## src/rtl/dcache_store_buffer_pkg.sv

```systemverilog
// Shared types and store-type encodings for the data-cache store buffer.
package dcache_store_buffer_pkg;

  localparam logic [1:0] SW = 2'b00;
  localparam logic [1:0] SH = 2'b01;
  localparam logic [1:0] SB = 2'b10;

  typedef struct packed {
    logic [29:0] waddr;
    logic [31:0] data;
    logic [3:0]  be;
  } sbuf_entry_t;

endpackage

```

## src/rtl/dcache_store_buffer_lane_align.sv

```systemverilog
// Maps a right-aligned store (type, low address bits, data) onto word byte lanes.
module sbuf_lane_align
  import dcache_store_buffer_pkg::*;
(
  input  logic [1:0]  store_type,
  input  logic [1:0]  addr_lo,
  input  logic [31:0] st_data,
  output logic [3:0]  be,
  output logic [31:0] lane_data
);

  // Byte is the fallback so that the unused encoding 2'b11 behaves as SB.
  always_comb begin
    be        = 4'b0001 << addr_lo;
    lane_data = {4{st_data[7:0]}};
    case (store_type)
      SW: begin
        be        = 4'b1111;
        lane_data = st_data;
      end
      SH: begin
        be        = addr_lo[1] ? 4'b1100 : 4'b0011;
        lane_data = {2{st_data[15:0]}};
      end
      default: ;
    endcase
  end

endmodule

```

## src/rtl/dcache_store_buffer.sv

```systemverilog
// Posted-write store buffer feeding the data memory write port, with per-byte load forwarding.
module dcache_store_buffer
  import dcache_store_buffer_pkg::*;
#(
  parameter int DEPTH = 4,
  parameter int PTR_W = $clog2(DEPTH)
) (
  input  logic        clk,
  input  logic        rst,
  input  logic        MEM_StReq_i,
  input  logic        MEM_LdReq_i,
  input  logic [31:0] MEM_Addr_i,
  input  logic [31:0] MEM_StData_i,
  input  logic [1:0]  MEM_StoreType_i,
  output logic [31:0] MEM_LdData_o,
  output logic        MEM_Full_o,
  output logic        MEM_Empty_o,
  output logic [31:0] DM_Addr_o,
  output logic        DM_Wr_o,
  output logic [3:0]  DM_ByteEn_o,
  output logic [31:0] DM_WrData_o,
  input  logic [31:0] DM_RdData_i,
  input  logic        DM_Ready_i
);

  logic [PTR_W-1:0] head;
  logic [PTR_W-1:0] tail;
  logic [PTR_W:0]   count;
  sbuf_entry_t      entries [DEPTH];
  sbuf_entry_t      head_ent;
  logic [3:0]       new_be;
  logic [31:0]      new_data;
  logic             do_enq;
  logic [31:0]      fwd_data;

  sbuf_lane_align u_align (
    .store_type(MEM_StoreType_i),
    .addr_lo   (MEM_Addr_i[1:0]),
    .st_data   (MEM_StData_i),
    .be        (new_be),
    .lane_data (new_data)
  );

  assign head_ent    = entries[head];
  assign MEM_Full_o  = (count == (PTR_W+1)'(DEPTH));
  assign MEM_Empty_o = (count == '0);

  // Loads own the memory port; drains only use otherwise idle cycles.
  assign do_enq  = MEM_StReq_i & ~MEM_Full_o & ~rst;
  assign DM_Wr_o = ~MEM_Empty_o & ~MEM_LdReq_i & DM_Ready_i & ~rst;

  assign DM_Addr_o   = MEM_LdReq_i ? MEM_Addr_i :
                       (MEM_Empty_o ? 32'h0 : {head_ent.waddr, 2'b00});
  assign DM_ByteEn_o = MEM_Empty_o ? 4'b0000 : head_ent.be;
  assign DM_WrData_o = MEM_Empty_o ? 32'h0 : head_ent.data;

  // Control state: pointers and occupancy.
  always_ff @(posedge clk) begin
    if (rst) begin
      head  <= '0;
      tail  <= '0;
      count <= '0;
    end else begin
      if (do_enq)  tail <= tail + 1'b1;
      if (DM_Wr_o) head <= head + 1'b1;
      case ({do_enq, DM_Wr_o})
        2'b10:   count <= count + 1'b1;
        2'b01:   count <= count - 1'b1;
        default: ;
      endcase
    end
  end

  // Entry storage carries no reset; validity comes from head/count.
  always_ff @(posedge clk) begin
    if (do_enq) begin
      entries[tail] <= '{waddr: MEM_Addr_i[31:2], data: new_data, be: new_be};
    end
  end

  // Walk oldest to youngest so later matches overwrite earlier ones per lane.
  always_comb begin
    logic [PTR_W-1:0] idx;
    fwd_data = DM_RdData_i;
    idx      = head;
    for (int j = 0; j < DEPTH; j++) begin
      idx = head + PTR_W'(j);
      if (((PTR_W+1)'(j) < count) && (entries[idx].waddr == MEM_Addr_i[31:2])) begin
        for (int b = 0; b < 4; b++) begin
          if (entries[idx].be[b]) fwd_data[8*b +: 8] = entries[idx].data[8*b +: 8];
        end
      end
    end
  end

  assign MEM_LdData_o = rst ? DM_RdData_i : fwd_data;

endmodule
```

## config.mk

```make
export PLATFORM = sky130hd
export DESIGN_NAME = dcache_store_buffer
export DESIGN_NICKNAME = d
export VERILOG_FILES = /design/src/rtl/dcache_store_buffer_pkg.sv /design/src/rtl/dcache_store_buffer_lane_align.sv /design/src/rtl/dcache_store_buffer.sv
export SDC_FILE = /design/constraint.sdc
export NUM_CORES = 1
export LEC_CHECK = 0
export CAP_MARGIN = 10
export CORE_MARGIN = 4
export CORE_UTILIZATION = 35
export DETAILED_ROUTE_END_ITERATION = 7
export PLACE_DENSITY = 0.52
export RECOVER_POWER = 25
export SYNTH_ARGS = -nofsm -noshare
export SYNTH_HDL_FRONTEND = slang
export SYNTH_SLANG_ARGS = --single-unit
export TNS_END_PERCENT = 10
```

## constraint.sdc

```tcl
create_clock -name clk -period 6.3 [get_ports clk]
set_input_delay 1.26 -clock clk [delete_from_list [all_inputs] [get_ports clk]]
set_output_delay 1.26 -clock clk [all_outputs]
set_load 0.01 [all_outputs]
```

# --- After elaboration in Yosys (flattened, before gate mapping) ---
# Memories as Yosys holds them, arrays and structs flattened. A register that Yosys moved wholly into a read port is not among the register bits.
# Index checks and enable logic that the tools add are counted.
totals:
  regBits: 7
  mem_bits_rw: 264
  inputBits: 103
  out_inout_bits: 103
  mem_count: 1
op_classes:
  add_sub_neg: 6
  n_lt_le_gt_ge: 4
  n_eq_ne: 8
  shifts: 1
  mux: 33
  bitwise_logic: 9
  n_reduce_logical: 7
mem_list:
  columns: ["memory", "depth", "word_bits", "read_ports", "rd_ports_with_merged_regs", "wr", "line_no", "rtl"]
  rows:
  - ["entries", 4, 66, 4, 1, 1, "dcache_store_buffer.sv:29", "sbuf_entry_t entries [DEPTH];"]
op_table:
  columns: ["cell", "n"]
  rows:
  - ["2-to-1 mux 32 bit", 8]
  - ["2-to-1 mux 8 bit", 16]
  - ["== test 30 bit", 4]
  - ["one-hot mux 32 bit (2 select lines)", 1]
  - ["2-to-1 mux 4 bit", 2]
  - ["one-hot mux 4 bit (2 select lines)", 1]
  - ["less-than comparator 1 x 3 -> 1 bit (first input constant)", 2]
  - ["less-than comparator 2 x 3 -> 1 bit (first input constant)", 2]
  - ["one-hot mux 3 bit (2 select lines)", 1]
  - ["AND 1 bit", 5]
  - ["adder 2 x 1 -> 2 bit (second input constant)", 2]
  - ["adder 2 bit (second input constant)", 2]
  - ["== test 2 x 1 -> 1 bit (second input constant)", 2]
  - ["logical AND 1 bit", 4]
  - ["2-to-1 mux 2 bit", 2]
  - ["NOT 1 bit", 4]
  - ["<< shifter 1 x 2 -> 4 bit (first input constant)", 1]
  - ["adder 3 x 1 -> 3 bit (second input constant)", 1]
  - ["== test 3 bit (second input constant)", 1]
  - ["logical NOT 3 bit", 1]
  - ["subtractor 3 x 1 -> 3 bit (second input constant)", 1]
  - ["== test 2 bit (second input constant)", 1]
  - ["logical NOT 2 bit", 1]
  - ["2-to-1 mux 1 bit", 2]
  - ["nonzero test 2 bit", 1]

# --- Longest topological paths before layout ---
# Gate-level depths: netlist of the first run.
logic_depth:
  depth_word: 10
  ltp_mapped: 14

# --- Hierarchy ---
# A second synthesis of the first run with hierarchy kept.
hier_totals:
  cells_unflattened: 1601
  area_unflattened_um2: 20566.0
modules_own_cells:
  columns: ["mod", "n_inst", "cells_per_inst", "area_per_inst_um2"]
  rows:
  - ["dcache_store_buffer", 1, 1531, 20093.0]
  - ["sbuf_lane_align", 1, 70, 473.0]

# --- Worst setup path before layout of the first run ---
# OpenSTA, ideal clock, no wires.
synth_timing:
  kind: "input to output"
  startpoint: "in MEM_Addr_i[28]"
  endpoint: "out MEM_LdData_o[0]"
  arrival_ps: 3388
  path_slack_ps: 1652
  path_stages: 8
  path_buffers: 1
  cell_sequence: "clkbuf_1 xnor2_1 or4_1 a22o_1 nor4_4 a21o_1 a21oi_1 o22ai_1"
synth_via:
  elab_chain_len: 10
  word_cells_on_any_way: 16
synth_lines:
  columns: ["item", "line_no", "rtl"]
  rows:
  - ["start: declaration", "dcache_store_buffer.sv:12", "input logic [31:0] MEM_Addr_i,"]
  - ["== test 30 bit", "dcache_store_buffer.sv:88", "if (((PTR_W+1)'(j) < count) && (entries[idx].waddr == MEM_Addr_i[31:2])) begin"]
  - ["logical AND 1 bit", "dcache_store_buffer.sv:88", null]
  - ["2-to-1 mux 32 bit", "dcache_store_buffer.sv:88", null]
  - ["2-to-1 mux 8 bit", "dcache_store_buffer.sv:90", "if (entries[idx].be[b]) fwd_data[8*b +: 8] = entries[idx].data[8*b +: 8];"]
  - ["2-to-1 mux 32 bit", "dcache_store_buffer.sv:88", null]
  - ["2-to-1 mux 8 bit", "dcache_store_buffer.sv:90", null]
  - ["2-to-1 mux 32 bit", "dcache_store_buffer.sv:88", null]
  - ["2-to-1 mux 8 bit", "dcache_store_buffer.sv:90", null]
  - ["2-to-1 mux 32 bit *", "dcache_store_buffer.sv:88", null]
  - ["2-to-1 mux 32 bit *", "dcache_store_buffer.sv:96", "assign MEM_LdData_o = rst ? DM_RdData_i : fwd_data;"]
  - ["end: declaration", "dcache_store_buffer.sv:15", "output logic [31:0] MEM_LdData_o,"]
# Every way passes the cells marked *; elsewhere a longest branch is shown, timed or not.

# --- Worst setup path after layout of the first run ---
layout_timing:
  startpoint: "in MEM_Addr_i[17]"
  endpoint: "out MEM_LdData_o[0]"
# Same word-level chain as after synthesis.

==> results.md, run 1 <==
- Status: finished, violations left
- Violated checks: capacitance limit, slew limit
- Worst-path fanout max: 12
- # setup viols final: 0
- Share of post-route cells with drive strength above 1: 0.217
- Inst Count DP: 2,547
- Switching share of power: 0.277
- Critical-path top delay cell: dlygate4sd3_1
- Sequential area share after synthesis: 0.405
- Worst EP required: 5.04 ns
- Least-Margin Pin Slew: 1.78 ns
- Number of distinct library cells after synthesis: 66
- Slew Viols, Final: 31
- Initial antenna violation count: 4
- First-pass GRT wire length: 105,000 µm
- Crit path to: MEM_LdData_o[0]
- Max-cap violations: 1
- Crit-path most repeated cell: o21ai_0
- PD cells: 216 nW/µm²
- Syn avg cell area: 12.3 µm²
- R2R Setup Slk: 3.04 ns
- Worst Hold Class: reg2reg
- First-iteration detailed-routing DRC count: 1,833
- Worst Setup End Kind: output pin
- Top cells by area, synth: edfxtp_1 (40%), mux4_2 (23%), mux2i_1 (4.6%)
- Area grow syn2layout: 21.9%
- Hpwl dp: 49,900 µm
- CP arrival: 4.99 ns
- Area share of the largest cell type after synthesis: 0.396
- Starting Density: 0.354
- RSZ-0062 raised after global routing: false
- Post-synth EDFFs: 264
- CP startpoint kind: input pin
- Worst r2r src: count[1]
- Kind of critical path: in2out
- Vert. Die Dim: 247 µm
- GRT Total Usage: 0.231
- Combinational Power Share: 0.219
- Post-Syn Nets: 1,743
- Final WL: 72,700 µm
- Final-report hold violation count: 0
- R2R depth: 7
- Power, Total: 5.28 mW
- Largest stage delay, worst path: 0.76 ns
- Largest net degree at the start of global routing: 66
- Final Skew: 0.0143 ns
- Clk slew on worst S/H paths: 0.05 ns
- Clk_lat worst skew: 0.54 ns
- Clock Tree Buf Depth: 3
- CP cell instances: dlygate4sd3_1 > buf_4 > o21ai_0 > a211oi_1 > o21ai_0 > nor4_4 > a21o_1 > a21oi_1 > o22ai_1 > clkdlybuf4s50_1
- Buffers on Ports: 205
- Fin crit share: 0.992
- Synth warn: 0
- Remaining routing DRC violations: 0
- VDD IR max: 0.000147 V
- Leak: 7.84 nW
- DR vias/cell: 6.17
- Placer Congestion: 0.903
- Routed wire per std cell: 27.8 µm
- Commonest cells after routing, fill and taps aside: edfxtp_1 (264), mux4_2 (208), clkdlybuf4s50_1 (171)
- Cells after synthesis: 1,632
- Max-Slew Margin vs Limit: -0.187
- Gr ovfl total: 0
- I/O pin count: 206
- FP Rows: 87
- Vias post-DR: 16,099
- Most common cell after layout, fill and taps aside: edfxtp_1
- TritonCTS buffer count: 35
- Min Tclk post-route: 6.25 ns
- Clock power share: 0.381
- Dominant synthesized flop cell: edfxtp_1
- Crit path launch: MEM_Addr_i[17]
- TritonRoute pass-1 iters: 6
- # H-tree levels: 2
- FILL cells: 5,181
- Die width: 247 µm
- Antenna-violating nets left: 0
- Fmax achieved: 160 MHz
- Nets@finish: 1,943
- Final Util: 0.432
- Sequential share of power: 0.400
- Core area: 56,500 µm²
- Post-Syn Area: 20,000 µm²
- Clk sinks: 273
- Seq cells post-synth: 273
- Psw: 1.46 mW
- CTS tree: yes
- Yosys top cell by area: edfxtp_1
- Async SR Flop Fraction: 0
- FF-to-FF End: entries[0][60]
- Fin cells: 2,611
- Pint: 3.82 mW
- Number of global-route vias before repair: 15,675
- Hold-fix buffers at CTS: 0
- Root Driver: clkbuf_16
- Die Footprint: 61,100 µm²
-- repair_timing --
action | 4_1_cts | 5_1_grt
buffers inserted | 1 | 3
gates resized for setup | 3 | 5
endpoints found under the setup margin | 28 | 28
pin swaps | 0 | 1
endpoints found under the hold margin | 0 | 0
gates cloned | 0 | 0
-- synthesized netlist by cell type (3+ instances only) --
cell type and count:
a2111oi_0 3, a211oi_1 6, a21o_1 4, a21oi_1 74, a22o_1 32, a22oi_1 5
a2bb2oi_1 4, a32oi_1 33, and2_1 11, and3_1 8, buf_1 20, buf_2 30
buf_4 14, buf_6 6, clkbuf_1 86, dfxtp_1 9, edfxtp_1 264, ha_1 8
inv_1 80, mux2_2 16, mux2i_1 91, mux4_2 208, nand2_1 90, nand2b_1 6
nand3_1 69, nand4_1 14, nor2_1 37, nor2b_1 47, nor3_1 51, nor4_1 43
o211ai_1 4, o21ai_0 27, o21ai_1 8, o21bai_1 4, o22ai_1 72, or4_1 6
xnor2_1 70, xor2_1 36
-- registers in the layout, summed over array words and instances, names as in the netlist, named ones only --
register and flops:
head 2, count 3, entries 264, tail 2
-- power by group through the flow --
stage / registers (mW) / clock network (mW) / logic, mW
floorplan: 2.12 / 0 / 0.676
finish: 2.11 / 2.01 / 1.16
detailed placement: 2.15 / 0 / 1.15
global route: 2.12 / 2.13 / 1.23
global placement: 2.15 / 0 / 1.15
CTS: 2.11 / 2.06 / 1.16
-- worst min-delay path by stage --
stage          endpoint     start  slack (ns)  cells after the start
4_1_cts         tail[0]   tail[0]        0.59                      2
5_1_grt         tail[0]   tail[0]        0.64                      2
3_5_place_dp    tail[0]   tail[0]        0.57                      2
6_report        tail[0]   tail[0]        0.59                      2
2_1_floorplan  count[2]  count[2]        0.50                      2
3_3_place_gp    tail[0]   tail[0]        0.56                      2
-- cell type report --
class                           count  area [µm²]  area share
Antenna cell                        2        5.00    0.000205
Clock buffer                       42         945      0.0387
Clock inverter                     16         181     0.00743
Inverter                           80         300      0.0123
Multi-Input combinational cell   1122       10900       0.448
Sequential cell                   273        8120       0.333
Tap cell                          756         946      0.0388
Timing Repair Buffer              320        2980       0.122
-- critical path: cells and delay by family --
| family | cells | cell delay [ns] |
|---|---|---|
| AO/OA/AOI/OAI | 6 | 1.46 |
| buffers and inverters | 3 | 1.64 |
| AND/OR/NAND/NOR | 1 | 0.60 |
-- metrics by stage --
step           TNS (ns)  area (µm²)  worst slack, ns  hold slack (ns)
2_1_floorplan         0       20000             1.65            0.504
3_3_place_gp      -3.74       23200           -0.309            0.564
3_5_place_dp      -2.70       23200           -0.252            0.573
4_1_cts               0       24400           0.0268            0.585
5_1_grt               0       24400          0.00948            0.636
6_report              0       24400           0.0509            0.585
-- cells by family after synthesis --
kind of cell	count (synthesis)	share of synthesized area
buffers and inverters	237	0.0520
adders and majority gates	8	0.00500
and+or+nand+nor	395	0.102
DFF	273	0.405
AOI/OAI and AO/OA	297	0.0996
xor gates and xnor gates	106	0.0464
muxes	316	0.290
-- routing by layer --
layer	share of wire	track usage	up-vias
met1	0.42	0.327	8255
li1	-	-	6925
met4	0.027	0.0634	4
met3	0.077	0.0406	132
met2	0.47	0.366	783
met5	0.00036	0	-
(Power assumes the default switching activity.)
==> run 2: changes to the inputs <==
CORE_ASPECT_RATIO = 0.6   (was not set)
CORE_UTILIZATION = 55   (was 35)
PLACE_DENSITY = 0.76   (was 0.52)
==> results.md, run 2 (synthesis results as in run 1) <==
- Starting Density: 0.564
- Buf+Inv Stages, Crit Path: 3
- First-iteration detailed-routing DRC count: 3,244
- Least-Margin Pin Slew: 2.66 ns
- Root Driver: clkbuf_16
- Largest Register: entries
- Initial antenna violation count: 4
- GRT Total Usage: 0.339
- Inst Count DP: 2,244
- Remaining routing DRC violations: 0
- Area grow syn2layout: 18.4%
- TritonCTS buffer count: 28
- # H-tree levels: 1
- FP Rows: 53
- CP delay by family, top: simple AND/OR/NAND/NOR gates
- Hold-fix buffers at CTS: 0
- Final Skew: 0.0117 ns
- Worst Hold Class: reg2reg
- Worst EP required: 5.04 ns
- Die Footprint: 39,600 µm²
- Share of post-route cells with drive strength above 1: 0.206
- I/O pin count: 206
- Violated checks: capacitance limit, slew limit, setup timing
- Clock Tree Buf Depth: 3
- Gr ovfl total: 0
- Min Tclk post-route: 6.31 ns
- Fin crit share: 1.00
- Commonest cells after routing, fill and taps aside: edfxtp_1 (264), mux4_2 (208), clkdlybuf4s50_1 (175)
- Kind of critical path: reg2out
- Combinational Power Share: 0.237
- Post-DP Area: 22,700 µm²
- Worst Setup End Kind: output pin
- Antenna-violating nets left: 0
- # setup viols final: 1
- Clk slew on worst S/H paths: 0.07 ns
- Buffers on Ports: 205
- Core area: 35,500 µm²
- Fin Hold WS: 0.595 ns
- VDD IR max: 0.000234 V
- CTS tree: yes
- Leak: 7.66 nW
- Max-Slew Margin vs Limit: -0.771
- Fmax achieved: 159 MHz
- Nets@finish: 1,930
- Top flop regs: entries: 264 flops, count: 3 flops
- Sequential share of power: 0.428
- Most common cell after layout, fill and taps aside: edfxtp_1
- Slew Viols, Final: 41
- Psw: 1.42 mW
- TritonRoute pass-1 iters: 8
- Max reg flops: 264
- First-pass GRT wire length: 102,000 µm
- Switching share of power: 0.287
- Crit-path most repeated cell: o22ai_1
- CP arrival: 5.05 ns
- RSZ-0062 raised after global routing: false
- Hpwl dp: 47,000 µm
- Final instance area: 23,700 µm²
- Worst-path fanout max: 29
- Pint: 3.51 mW
- Die width: 254 µm
- Vert. Die Dim: 156 µm
- PnR worst setup slack: -0.00646 ns
- Final WL: 68,600 µm
- Fin cells: 2,309
- Placer Congestion: 0.970
- DR vias/cell: 7.30
- CP startpoint kind: flop
- Clock power share: 0.335
- Number of global-route vias before repair: 16,142
- Max-cap violations: 1
- CP cell instances: buf_12 > mux4_2 > xnor2_1 > nand4_1 > or4_1 > or4_4 > buf_4 > o22ai_1 > a21oi_2 > o22ai_1 > clkdlybuf4s50_1
- Vias post-DR: 16,865
- Final Util: 0.668
- Routed wire per std cell: 29.7 µm
- FILL cells: 2,545
- Critical-path top delay cell: dfxtp_4
- Largest stage delay, worst path: 0.74 ns
- Largest net degree at the start of global routing: 58
- PD cells: 208 nW/µm²
- Power, Total: 4.93 mW
- Clk_lat worst skew: 0.56 ns
- Status: finished, violations left
- Clk sinks: 273
- Final-report hold violation count: 0
-- run 2: cell count changes in the layout (fill, tap and decap cells not counted), sizes merged --
| cell | before | now |
|---|---|---|
| bufinv | 4 | 2 |
| clkinv | 10 | 14 |
| clkbuf | 55 | 51 |
| buf | 105 | 92 |
| clkinvlp | 2 | 4 |
| diode | 2 | 1 |
| dlygate4sd3 | 31 | 28 |
| clkdlybuf4s50 | 171 | 175 |
-- run 2: power by group through the flow --
| stage | clock, mW | combinational, mW | sequential (mW) |
|---|---|---|---|
| 5_1_grt | 1.74 | 1.22 | 2.11 |
| 3_5_place_dp | 0 | 1.12 | 2.15 |
| 2_1_floorplan | 0 | 0.676 | 2.12 |
| 6_report | 1.65 | 1.17 | 2.11 |
| 4_1_cts | 1.66 | 1.13 | 2.11 |
| 3_3_place_gp | 0 | 1.11 | 2.15 |
-- run 2: layout make-up --
class | instances | area (µm²) | area share
clock buffer | 32 | 737 | 0.0311
timing repair buffer | 314 | 2890 | 0.122
inverter | 80 | 300 | 0.0127
antenna | 1 | 2.50 | 0.000106
clock inverter | 20 | 150 | 0.00634
sequential | 273 | 8120 | 0.343
multi-input combinational | 1122 | 10900 | 0.460
tap | 467 | 584 | 0.0247
-- run 2: path summary, 6_finish.rpt --
kind / start / to / slack [ns] / depth (start not counted)
min reg2reg: count[2] / count[2] / 0.60 / 2
max reg2reg: count[1] / count[2] / 1.91 / 9
max: flop / MEM_LdData_o[30] / -0.006 / 11
min: count[2] / count[2] / 0.60 / 2
-- run 2: routing by layer --
layer / part of all wire / vias to the layer above / global-route usage
met5: 0.00058 / - / 0.00714
met4: 0.024 / 2 / 0.0694
met3: 0.17 / 186 / 0.124
met2: 0.43 / 1580 / 0.486
met1: 0.38 / 8201 / 0.502
li1: - / 6896 / -
-- run 2: stage by stage --
| stage | worst slack (ns) | TNS, ns |
|---|---|---|
| floorplan | 1.65 | 0 |
| global placement | 0.00431 | 0 |
| detailed placement | -0.0483 | -0.182 |
| CTS | 0.0821 | 0 |
| global route | 0.00281 | 0 |
| finish | -0.00646 | -0.00646 |
-- run 2: worst min-delay path, stage by stage (launching register included) --
cell and delay, ns:
dfxtp_1 0.38, o21ai_0 0.10, a21oi_1 0.06
-- run 2: repair_timing --
action | in CTS | in global routing
resized for setup | 1 | 2
endpoints found under the setup margin | 32 | 32
setup buffers | 1 | 10
==> run 3: changes to the inputs <==
PLACE_DENSITY = 0.75   (was 0.76)
SETUP_SLACK_MARGIN = 0.3   (was not set)
SYNTH_HIERARCHICAL = 1   (was not set)
==> results.md, run 3 <==
- Status: finished, violations left
- Violated checks: capacitance limit, slew limit
- Starting Density: 0.562
- Area share of the largest cell type after synthesis: 0.385
- Buffers on Ports: 205
- Routed wire per std cell: 29.3 µm
- Placer Congestion: 1.07
- Worst Setup End Kind: output pin
- GRT Total Usage: 0.331
- TritonCTS buffer count: 28
- Worst Hold Class: reg2reg
- PnR worst setup slack: 0.171 ns
- Inst Count DP: 2,274
- Async SR Flop Fraction: 0
- Seq cells post-synth: 273
- CP startpoint kind: input pin
- Max-cap violations: 1
- Hpwl dp: 48,700 µm
- CP delay by family, top: buffers and inverters
- Vias post-DR: 16,714
- Critical-path top delay cell: dlygate4sd3_1
- Syn avg cell area: 12.8 µm²
- Top cells by count, synth: edfxtp_1 (264), mux4_2 (203), mux2i_1 (101)
- Area grow syn2layout: 19.7%
- Fin cells: 2,347
- Synth warn: 6
- Top flop regs: entries: 264 flops, count: 3 flops
- Yosys top cell by area: edfxtp_1
- DR vias/cell: 7.12
- Most common cell after layout, fill and taps aside: edfxtp_1
- Number of global-route vias before repair: 15,896
- Die width: 258 µm
- Fmax achieved: 163 MHz
- Largest Register: entries
- VDD IR max: 0.000234 V
- CP arrival: 4.87 ns
- Fin Hold WS: 0.591 ns
- FP Rows: 54
- Vert. Die Dim: 158 µm
- Antenna-violating nets left: 0
- Clock Tree Buf Depth: 3
- Final WL: 68,800 µm
- Gr ovfl total: 0
- Root Driver: clkbuf_16
- Worst-path fanout max: 10
- Setup_tns: 0 ns
- Die Footprint: 40,700 µm²
- Final-report hold violation count: 0
- R2R Setup Slk: 3.13 ns
- Slew Viols, Final: 28
- Hold-fix buffers at CTS: 0
- Initial antenna violation count: 5
- Commonest cells after routing, fill and taps aside: edfxtp_1 (264), mux4_2 (203), clkdlybuf4s50_1 (164)
- First-pass GRT wire length: 102,000 µm
- Most numerous cell in the Yosys netlist: edfxtp_1
- RSZ-0062 raised after global routing: true
- CP cell instances: dlygate4sd3_1 > buf_4 > xnor2_1 > or4b_4 > nor4_4 > buf_4 > nand3_1 > o21a_1 > a31o_1 > clkdlybuf4s50_1
- Final Skew: 0.0114 ns
- Remaining routing DRC violations: 0
- Sequential area share after synthesis: 0.394
- Share of post-route cells with drive strength above 1: 0.258
- TritonRoute pass-1 iters: 6
- Least-Margin Pin Slew: 1.58 ns
- Number of distinct library cells after synthesis: 69
- Post-Syn Area: 20,600 µm²
- Clk slew on worst S/H paths: 0.06 ns
- Cells after synthesis: 1,601
- CTS tree: yes
- Min Tclk post-route: 6.13 ns
- Kind of critical path: in2out
- Dominant synthesized flop cell: edfxtp_1
- Worst EP required: 5.04 ns
- Core area: 36,600 µm²
- Fin crit share: 0.973
- Leak: 7.83 nW
- Max-Slew Margin vs Limit: -0.0530
- Post-Syn Nets: 1,713
- Top cells by area, synth: edfxtp_1 (39%), mux4_2 (22%), mux2i_1 (4.9%)
- Buf+Inv Stages, Crit Path: 4
- Crit-path most repeated cell: buf_4
- Largest stage delay, worst path: 0.64 ns
- I/O pin count: 206
- Clk_lat worst skew: 0.58 ns
- Nets@finish: 1,932
- Max reg flops: 264
- FILL cells: 2,696
- Power, Total: 5.13 mW
- PD cells: 208 nW/µm²
- First-iteration detailed-routing DRC count: 2,373
- Post-synth EDFFs: 264
- Clk sinks: 273
- Pre-CTS setup slack: 0.0957 ns
- # setup viols final: 0
- Largest net degree at the start of global routing: 63
- # H-tree levels: 1
-- run 3: changes by cell type in the layout (fill, tap and decap cells not counted), sizes merged, moves of 39 or more --
cell | before | now
inv | 80 | 26
a31o | 0 | 40
a21oi | 76 | 13
nand2 | 90 | 51
o22ai | 72 | 8
-- run 3: final timing paths --
kind | start | cells past startpoint | endpoint
worst min register to register | tail[0] | 2 | tail[0]
worst min-delay path | tail[0] | 2 | tail[0]
worst max-delay path | MEM_Addr_i[15] | 10 | MEM_LdData_o[24]
worst max register to register | count[0] | 7 | entries[0][53]
-- run 3: cell type report --
cell class                      count  area (µm²)  share of cell area
Clock buffer                       40         817              0.0332
Sequential cell                   273        8120               0.330
Antenna cell                        2        5.00            0.000203
Multi-Input combinational cell   1151       11700               0.475
Clock inverter                     11         154             0.00625
Timing Repair Buffer              338        3090               0.125
Tap cell                          504         631              0.0256
Inverter                           28         105             0.00427
-- run 3: routing by layer --
| layer | vias to the layer above | GRT usage | share of wire |
|---|---|---|---|
| met3 | 105 | 0.100 | 0.14 |
| met1 | 8485 | 0.500 | 0.41 |
| met4 | 0 | 0.0692 | 0.021 |
| met5 | - | 0 | 0 |
| li1 | 6882 | - | - |
| met2 | 1242 | 0.479 | 0.43 |
-- run 3: cells by family (layout without fill, tap and decap cells) --
kind of cell	Yosys count	after routing	synth area share
AND/OR/NAND/NOR	418	418	0.118
AO/OA/AOI/OAI	279	279	0.0999
XOR/XNOR	110	110	0.0472
adder cells (fa/ha/maj)	9	9	0.00548
buffers and inverters	177	417	0.0437
flip-flops	273	273	0.394
other	0	2	0
multiplexers	335	335	0.291
-- run 3: per-stage QoR --
| stage | cell area [µm²] | util |
|---|---|---|
| 2_1_floorplan | 20600 | - |
| 3_3_place_gp | 23400 | 0.640 |
| 3_5_place_dp | 23400 | 0.640 |
| 4_1_cts | 24600 | 0.671 |
| 5_1_grt | 24600 | 0.673 |
| 6_report | 24600 | 0.673 |
-- run 3: timing repair --
item / 4_1_cts / 5_1_grt
hold endpoints to repair: 0 / 0
cloned: 0 / 0
pin swaps: 1 / 3
setup endpoints to repair: 32 / 32
gates resized for setup: 15 / 22
setup buffers: 11 / 9
-- run 3: worst min-delay path: stages (launching register included) --
cell and delay, ns:
dfxtp_1 0.34, xnor2_1 0.16, nor2_1 0.04
-- run 3: power breakdown --
part           leakage, nW  switching (mW)  internal [mW]  total [mW]
Combinational         4.88           0.648          0.578        1.23
Sequential            2.48          0.0489           2.06        2.11
Clock                0.474           0.738           1.06        1.80
Total                 7.83            1.43           3.70        5.13
